[src/rtl/cpu_core_mc.sv]
// cpu_core_mc: parametrised multicycle core (FETCH/EXEC/MEM/HALT) with
// req/ack instruction and data ports that tolerate wait-state memories.
module cpu_core_mc #(
    parameter int DATA_W  = 16,
    parameter int PC_W    = 8,
    parameter int DADDR_W = 8
) (
    input  logic               clock,
    input  logic               reset,
    output logic               imem_req,
    output logic [PC_W-1:0]    imem_addr,
    input  logic [15:0]        imem_rdata,
    input  logic               imem_ack,
    output logic               dmem_req,
    output logic               dmem_we,
    output logic [DADDR_W-1:0] dmem_addr,
    output logic [DATA_W-1:0]  dmem_wdata,
    input  logic [DATA_W-1:0]  dmem_rdata,
    input  logic               dmem_ack,
    output logic [DATA_W-1:0]  read_data,
    output logic [PC_W-1:0]    PC_out,
    output logic [DATA_W-1:0]  r7_data,
    output logic               retire,
    output logic               halted
);
    typedef enum logic [1:0] {S_FETCH, S_EXEC, S_MEM, S_HALT} state_t;

    localparam logic [3:0] OP_ADD  = 4'h1;
    localparam logic [3:0] OP_SUB  = 4'h2;
    localparam logic [3:0] OP_AND  = 4'h3;
    localparam logic [3:0] OP_OR   = 4'h4;
    localparam logic [3:0] OP_XOR  = 4'h5;
    localparam logic [3:0] OP_ADDI = 4'h6;
    localparam logic [3:0] OP_LW   = 4'h7;
    localparam logic [3:0] OP_SW   = 4'h8;
    localparam logic [3:0] OP_BEQZ = 4'h9;
    localparam logic [3:0] OP_BGTZ = 4'hA;
    localparam logic [3:0] OP_JMP  = 4'hB;
    localparam logic [3:0] OP_HALT = 4'hF;

    state_t              r_state;
    logic [PC_W-1:0]     r_pc;
    logic [15:0]         r_ir;
    logic [DATA_W-1:0]   r_regs [8];
    logic [DATA_W-1:0]   r_read_data;
    logic                r_imem_req;
    logic                r_dmem_req;
    logic                r_dmem_we;
    logic [DADDR_W-1:0]  r_dmem_addr;
    logic [DATA_W-1:0]   r_dmem_wdata;
    logic                r_retire;
    logic                r_halted;

    logic [3:0]          w_op;
    logic [2:0]          w_rd;
    logic [2:0]          w_rs;
    logic [2:0]          w_rt;
    logic [DATA_W-1:0]   w_rd_val;
    logic [DATA_W-1:0]   w_rs_val;
    logic [DATA_W-1:0]   w_rt_val;
    logic [DATA_W-1:0]   w_imm_d;
    logic [PC_W-1:0]     w_imm_pc;
    logic [PC_W-1:0]     w_pc_inc;
    logic [PC_W-1:0]     w_pc_next;
    logic [DATA_W-1:0]   w_alu;
    logic                w_wr_en;

    assign w_op     = r_ir[15:12];
    assign w_rd     = r_ir[11:9];
    assign w_rs     = r_ir[8:6];
    assign w_rt     = r_ir[5:3];
    assign w_rd_val = r_regs[w_rd];
    assign w_rs_val = r_regs[w_rs];
    assign w_rt_val = r_regs[w_rt];
    // imm6 is sign-extended separately to data width and to PC width
    assign w_imm_d  = DATA_W'($signed(r_ir[5:0]));
    assign w_imm_pc = PC_W'($signed(r_ir[5:0]));
    assign w_pc_inc = r_pc + PC_W'(1);

    // Decode of single-cycle instructions: ALU result, write enable, next PC
    always_comb begin
        w_alu     = '0;
        w_wr_en   = 1'b0;
        w_pc_next = w_pc_inc;
        case (w_op)
            OP_ADD:  begin w_alu = w_rs_val + w_rt_val; w_wr_en = 1'b1; end
            OP_SUB:  begin w_alu = w_rs_val - w_rt_val; w_wr_en = 1'b1; end
            OP_AND:  begin w_alu = w_rs_val & w_rt_val; w_wr_en = 1'b1; end
            OP_OR:   begin w_alu = w_rs_val | w_rt_val; w_wr_en = 1'b1; end
            OP_XOR:  begin w_alu = w_rs_val ^ w_rt_val; w_wr_en = 1'b1; end
            OP_ADDI: begin w_alu = w_rs_val + w_imm_d;  w_wr_en = 1'b1; end
            OP_BEQZ: if (w_rs_val == '0) w_pc_next = w_pc_inc + w_imm_pc;
            OP_BGTZ: if (!w_rs_val[DATA_W-1] && (w_rs_val != '0)) w_pc_next = w_pc_inc + w_imm_pc;
            OP_JMP:  w_pc_next = PC_W'(r_ir[11:0]);
            OP_HALT: w_pc_next = r_pc;
            default: ;
        endcase
    end

    // Main state machine; every output is a register so the ports are glitch-free
    always_ff @(posedge clock or posedge reset) begin
        if (reset) begin
            r_state      <= S_FETCH;
            r_pc         <= '0;
            r_ir         <= '0;
            r_read_data  <= '0;
            r_imem_req   <= 1'b0;
            r_dmem_req   <= 1'b0;
            r_dmem_we    <= 1'b0;
            r_dmem_addr  <= '0;
            r_dmem_wdata <= '0;
            r_retire     <= 1'b0;
            r_halted     <= 1'b0;
            for (int i = 0; i < 8; i++) r_regs[i] <= '0;
        end else begin
            r_retire <= 1'b0;
            case (r_state)
                S_FETCH: begin
                    // first cycle after reset raises the request; ack only counts while it is up
                    if (!r_imem_req) begin
                        r_imem_req <= 1'b1;
                    end else if (imem_ack) begin
                        r_ir       <= imem_rdata;
                        r_imem_req <= 1'b0;
                        r_state    <= S_EXEC;
                    end
                end
                S_EXEC: begin
                    if (w_op == OP_LW || w_op == OP_SW) begin
                        // address and store data use pre-instruction register values
                        r_dmem_req   <= 1'b1;
                        r_dmem_we    <= (w_op == OP_SW);
                        r_dmem_addr  <= DADDR_W'(w_rs_val + w_imm_d);
                        r_dmem_wdata <= w_rd_val;
                        r_state      <= S_MEM;
                    end else if (w_op == OP_HALT) begin
                        r_retire <= 1'b1;
                        r_halted <= 1'b1;
                        r_state  <= S_HALT;
                    end else begin
                        if (w_wr_en) r_regs[w_rd] <= w_alu;
                        r_pc       <= w_pc_next;
                        r_retire   <= 1'b1;
                        r_imem_req <= 1'b1;
                        r_state    <= S_FETCH;
                    end
                end
                S_MEM: begin
                    if (dmem_ack) begin
                        if (!r_dmem_we) begin
                            r_regs[w_rd] <= dmem_rdata;
                            r_read_data  <= dmem_rdata;
                        end
                        r_dmem_req <= 1'b0;
                        r_dmem_we  <= 1'b0;
                        r_pc       <= w_pc_inc;
                        r_retire   <= 1'b1;
                        r_imem_req <= 1'b1;
                        r_state    <= S_FETCH;
                    end
                end
                S_HALT: ;
                default: r_state <= S_FETCH;
            endcase
        end
    end

    assign imem_req   = r_imem_req;
    assign imem_addr  = r_pc;
    assign dmem_req   = r_dmem_req;
    assign dmem_we    = r_dmem_we;
    assign dmem_addr  = r_dmem_addr;
    assign dmem_wdata = r_dmem_wdata;
    assign read_data  = r_read_data;
    assign PC_out     = r_pc;
    assign r7_data    = r_regs[7];
    assign retire     = r_retire;
    assign halted     = r_halted;
endmodule

[config.mk]
export PLATFORM = sky130hd
export DESIGN_NAME = cpu_core_mc
export DESIGN_NICKNAME = d
export VERILOG_FILES = /design/src/rtl/cpu_core_mc.sv
export SDC_FILE = /design/constraint.sdc
export NUM_CORES = 1
export LEC_CHECK = 0
export ABC_AREA = 1
export BUFFER_PORTS_ARGS = -buffer_cell sky130_fd_sc_hd__buf_4
export CORE_ASPECT_RATIO = 0.8
export CORE_UTILIZATION = 53
export CTS_BUF_LIST = sky130_fd_sc_hd__clkbuf_4
export CTS_CLUSTER_DIAMETER = 150
export DETAILED_ROUTE_END_ITERATION = 8
export GPL_TIMING_DRIVEN = 0
export HOLD_SLACK_MARGIN = 0.03
export PLACE_DENSITY = 0.78
export SETUP_SLACK_MARGIN = 0.5
export SYNTH_ARGS = -nofsm -noshare
export SYNTH_HDL_FRONTEND = slang
export SYNTH_SLANG_ARGS = --single-unit
[constraint.sdc]
create_clock -name clock -period 21.2 [get_ports clock]
set_input_delay 4.24 -clock clock [delete_from_list [all_inputs] [get_ports clock]]
set_output_delay 4.24 -clock clock [all_outputs]
set_load 0.02 [all_outputs]
Word-level counts from Yosys, hierarchy flattened
Cells that the tools add are included.
{ "word_totals": {"inputBits": 36, "reg_bits": 199, "word_cells": 125, "n_memories": 0, "mem_bits_rw": 0, "output_inout_bits": 77, "mem_bits_ro": 0, "latchBits": 0} }
{ "classes": {"mux": 48, "eq_ne": 22, "order_cmp": 4, "n_div": 0, "n_mul": 0, "n_reduce_logical": 19, "add_sub_neg": 5, "shifts": 0, "bitwise": 8} }
{ "ops": {"columns": ["cell", "count"], "rows": [
  ["$mux 128", 5],
  ["$bwmux 128", 2],
  ["$pmux 128 s2", 1],
  ["$bmux 16 s3", 3],
  ["$mux 16", 7],
  ["$pmux 16 s6", 1],
  ["$demux 16 s3", 1],
  ["$mux 8", 5],
  ["$add 16x16->16", 2],
  ["$pmux 8 s3", 1],
  ["$eq 4x4->1 const B", 5],
  ["$and 16x16->16", 1],
  ["$eq 4x3->1 const B", 4],
  ["$logic_not 16->1", 1],
  ["$ne 2x2->1 const B", 8],
  ["$or 16x16->16", 1],
  ["$pmux 8 s2", 1],
  ["$reduce_bool 16->1", 1],
  ["$sub 16x16->16", 1],
  ["$xor 16x16->16", 1],
  ["$ge 4x4->1 const B", 3],
  ["$not 3->4", 3],
  ["$reduce_and 3->1", 4],
  ["$reduce_and 4->1", 3],
  ["other kinds (22)", 41]
]} }

Depth between registers and ports, before layout
{ "logic_depth": {"ltp_word": 11, "mapped_depth": 28} }

Worst setup path after synthesis
Ideal clock, no wire load.
{ "synth_timing": {"path_kind": "in2reg", "from": "input dmem_ack", "to": "register r_regs[26] in the netlist's numbering", "t_arrival_ns": 5.224, "t_required_ns": 21.078, "path_slack_ns": 15.854, "path_buffers": 1, "path_stages": 11, "cell_sequence": "nor2_1 -> nor2_1 -> nand2_2 -> nor2_4 -> inv_4 -> nor2_4 -> inv_2 -> buf_2 -> nor2_1 -> nand2_1 -> o21ai_1"} }
{ "synth_between": {"elab_chain_cells": 2} }
{ "synth_rtl": {"columns": ["item", "line_no", "source"], "rows": [
  ["start, declared", "19", "input logic dmem_ack,"],
  ["$ne 2x2->1 (no source line)", null, null],
  ["$reduce_and 6->1 (no source line)", null, null],
  ["end signal, assigned by index", "141", "if (w_wr_en) r_regs[w_rd] <= w_alu;"],
  ["end signal, assigned by index", "151", "r_regs[w_rd] <= dmem_rdata;"],
  ["end, declared", "44", "logic [DATA_W-1:0] r_regs [8];"]
]} }
No other way between the ends.
A chain may end at the register's enable or synchronous reset.

Worst setup path in the final report
{ "layout_timing": {"from": "register r_ir[5]", "to": "register r_regs[58] in the netlist's numbering"} }
{ "layout_between": {"elab_chain_cells": 11, "elab_cells_between_ends": 16, "classes_between": "add/sub (3); mux (9); bitwise (4)"} }
{ "layout_rtl": {"columns": ["item", "line_no", "source"], "rows": [
  ["start, declared", "43", "logic [15:0] r_ir;"],
  ["start signal, assigned", "123", "r_ir <= imem_rdata;"],
  ["$not 3->4 (not written as such)", "74", "assign w_rt_val = r_regs[w_rt];"],
  ["$bmux 16 s3", "74", null],
  ["$mux 16 (not written as such) (2 in series)", "74", null],
  ["$sub 16x16->16 (tied with other cells)", "87", "OP_SUB: begin w_alu = w_rs_val - w_rt_val; w_wr_en = 1'b1; end"],
  ["$pmux 16 s6 *", "85", "case (w_op)"],
  ["$bwmux 128 *", "141", null],
  ["$mux 128 *", "141", null],
  ["$mux 128 *", "136", "end else if (w_op == OP_HALT) begin"],
  ["$mux 128 *", "129", "if (w_op == OP_LW || w_op == OP_SW) begin"],
  ["$pmux 128 s2 *", "117", "case (r_state)"]
]} }
Every way passes the cells marked *; elsewhere a longest branch is shown, timed or not. The select of a mux whose other input is x is not followed.

==> flow_summary.json <==
{
  "reg2reg_to": "r_regs[58]",
  "synth_xor_area_frac": 0.01749,
  "ant_nets": 0,
  "dieWidth_microns": 190.2,
  "worstMarginPinSlew_ns": 1.508,
  "hold_viol_final": 0,
  "drtPass1Iterations": 9,
  "grt.total_usage": 0.4577,
  "clock_path_buffers": 2,
  "drt_iter0_markers": 2562,
  "finalCriticalPeriod_ns": 6.224,
  "start_util": 0.5450,
  "cp_max_fo": 13,
  "gp_congestion": 1.039,
  "async_flop_share": 1.000,
  "critPathArrivalTime_ns": 6.77,
  "synth_fa_ha_area_frac": 0.06646,
  "fin_crit_sh": 0.2936,
  "synth_top_family_by_area": "simple AND/OR/NAND/NOR gates",
  "fillers": 2597,
  "finalSetupViolCount": 0,
  "rsz0062_at_grt": "no",
  "coreArea_sq_mm": 0.02757,
  "die_h_microns": 152.6,
  "nets": 2400,
  "synth_area_leader_cell": "dfrtp_1",
  "avgSynthCellArea_sq_um": 6.975,
  "synth_cells": 2154,
  "vias": 16780,
  "routed_wl_mm": 66.29,
  "ys_seq_area_frac": 0.3314,
  "dp_hpwl_mm": 47.53,
  "tritoncts": "yes",
  "wl_per_cell_microns": 24.87,
  "syn-num-nets": 2268,
  "synthTopCellsByArea": "dfrtp_1 33%, nand2_1 15%, inv_1 6.3%",
  "synth_compound_area_frac": 0.1794,
  "cts.sinks": 199,
  "num_rows": 54,
  "cts_resized": 0,
  "io_buffers": 112,
  "synth_simple_gate_area_share": 0.2833,
  "hold_class": "reg -> reg",
  "vias_per_cell": 6.298,
  "clock_latency_ns": 0.67,
  "synth_mux_area_frac": 0.007495,
  "worstHoldStart": "dmem_addr[2]",
  "synth_warnings": 0,
  "critical_path_class": "reg -> reg",
  "rrSetupSlack_ns": 14.98,
  "ys_ff_latch": 199,
  "cp_data_required_time_ns": 21.74,
  "htreeDepth": 4,
  "cts_hold_buffers": 0,
  "synth_area_sq_mm": 0.01502,
  "cts.clk_slew.worst_paths_ns": 0.19,
  "holdPathEnd": "dmem_addr[2]",
  "overflow": 0,
  "cap_violations": 2,
  "violations": "max-capacitance violations, max-slew violations",
  "synth_cell_types": 53,
  "min_path_cells": 2,
  "slew_violations": 11,
  "tns_ns": 0,
  "timing.rr.start": "r_ir[5]",
  "skew_ns": 0.04163,
  "startpoint_type": "flop",
  "slew_headroom": -0.01062,
  "grt_pass1_wl_mm": 97.30,
  "synth.top_cell.area_share": 0.3314,
  "grt_max_degree": 111,
  "utilization": 0.6042,
  "grt_pass1_vias": 15510,
  "status": "finished, violations left",
  "postCtsSetupRepairBufs": 0,
  "cts_buffers": 17,
  "reg2reg_depth": 24,
  "ios": 113,
  "endpoint_kind": "flop",
  "achievable-frequency_mhz": 160.7,
  "drive_above_1_share": 0.1283,
  "dieArea_sq_mm": 0.02903,
  "cts_root_buf": "clkbuf_4",
  "antenna_found_initial": 3,
  "ys.flop_type": "dfrtp_1",
  "syn2layout_area_growth_pct": 10.85,
  "synth_edf_count": 0,
  "post-route-drc-count": 0
}
-- cells by family (layout without fill, tap and decap cells) --
| family | after synthesis | count (layout) |
|---|---|---|
| AND/OR/NAND/NOR | 1011 | 1011 |
| flip-flops | 199 | 199 |
| other | 0 | 2 |
| AO/OA/AOI/OAI | 443 | 443 |
| multiplexers | 10 | 10 |
| buffers and inverters | 383 | 528 |
| adder cells (fa/ha/maj) | 78 | 78 |
| XOR/XNOR | 30 | 30 |
-- per-layer routing --
layer,GRT usage,vias to the layer above,share of wire
met5,0,-,0.0010
met4,0.2217,2,0.050
li1,-,7389,-
met3,0.1900,261,0.16
met1,0.6247,7795,0.40
met2,0.6177,1337,0.39
-- worst max-delay path, cell delays in order, from the launching register on --
cell,delay [ns]
dfrtp_1,0.79
buf_2,0.55
buf_1,0.79
nand2_1,0.13
nand2_1,0.28
inv_1,0.13
ha_1,0.29
or2_2,0.28
o21ai_0,0.12
inv_1,0.12
fa_1,0.41
inv_1,0.10
nand3_1,0.07
nand2_1,0.16
nand2_1,0.09
nand2_1,0.07
a21oi_1,0.13
o21ai_0,0.36
nand2_1,0.13
nand2_1,0.08
nand2_1,0.05
nand3_1,0.07
nand4_1,0.58
nand2_1,0.22
o21ai_1,0.09
-- final cells by class --
class                      instances  area [sq um]  share of cell area
tap                              364         455.4             0.02735
sequential                       199          4980              0.2990
antenna                            2         5.005           0.0003005
timing repair buffer             113         868.3             0.05214
buffer                           113         703.2             0.04222
clock buffer                      19         142.6            0.008564
inverter                         270          1023             0.06145
multi-input combinational       1572          8330              0.5002
clock inverter                    13         146.4            0.008790
-- cell usage after synthesis (5+ instances only) --
library cell	count
xnor2_1	7
o22ai_1	59
a221oi_1	44
buf_4	40
or2_2	10
xor2_1	23
o211ai_1	56
ha_1	75
a21oi_1	83
dfrtp_1	199
nor2_1	168
nand3_1	161
buf_2	31
clkbuf_1	28
nor2_4	10
o21ai_0	110
o21ai_1	48
inv_1	251
nor3_1	10
a31oi_1	20
nand4_1	11
nand2_1	615
nand2_2	5
inv_2	14
mux2_2	10
nor3_2	6
buf_6	12
-- placed cells by master (no fill, tap or decap), types with 48 or more instances in the layout --
master,n
a21oi_1,83
buf_4,152
dfrtp_1,199
ha_1,75
inv_1,250
nand2_1,615
nand3_1,161
nor2_1,168
o211ai_1,56
o21ai_0,110
o21ai_1,48
o22ai_1,59
-- registers in the layout (all words and copies together), names as in the netlist --
signal / count
PC_out: 8
halted: 1
dmem_req: 1
dmem_we: 1
r7_data: 16
read_data: 16
dmem_wdata: 16
r_regs: 112
retire: 1
dmem_addr: 8
r_state: 2
imem_req: 1
r_ir: 16
-- worst max-delay path by stage --
stage                     startpoint           end  slack [ns]  cells after the start
after floorplan                reset     PC_out[0]       11.53                      1
after global routing         r_ir[5]    r_regs[59]       14.76                     23
after detailed placement    dmem_ack    r_regs[37]       15.23                      9
after CTS                    r_ir[5]   r_regs[107]       15.35                     23
after global placement         reset  read_data[0]        9.00                      2
final                        r_ir[5]    r_regs[58]       14.98                     24
-- through the flow --
step / hold WS (ns) / worst slack [ns] / area (sq um) / std cells
floorplan: 0.4489 / 11.53 / 15020 / 2154
global placement: 0.4574 / 8.997 / 16320 / 2630
detailed placement: 0.4694 / 15.23 / 16360 / 2631
CTS: 0.5080 / 15.35 / 16650 / 2663
global route: 0.5249 / 14.76 / 16650 / 2664
finish: 0.4996 / 14.98 / 16650 / 2665
Power is left out: the tool's default activity adds up to more than one toggle a clock period on the data nets, which glitch-free logic cannot reach.
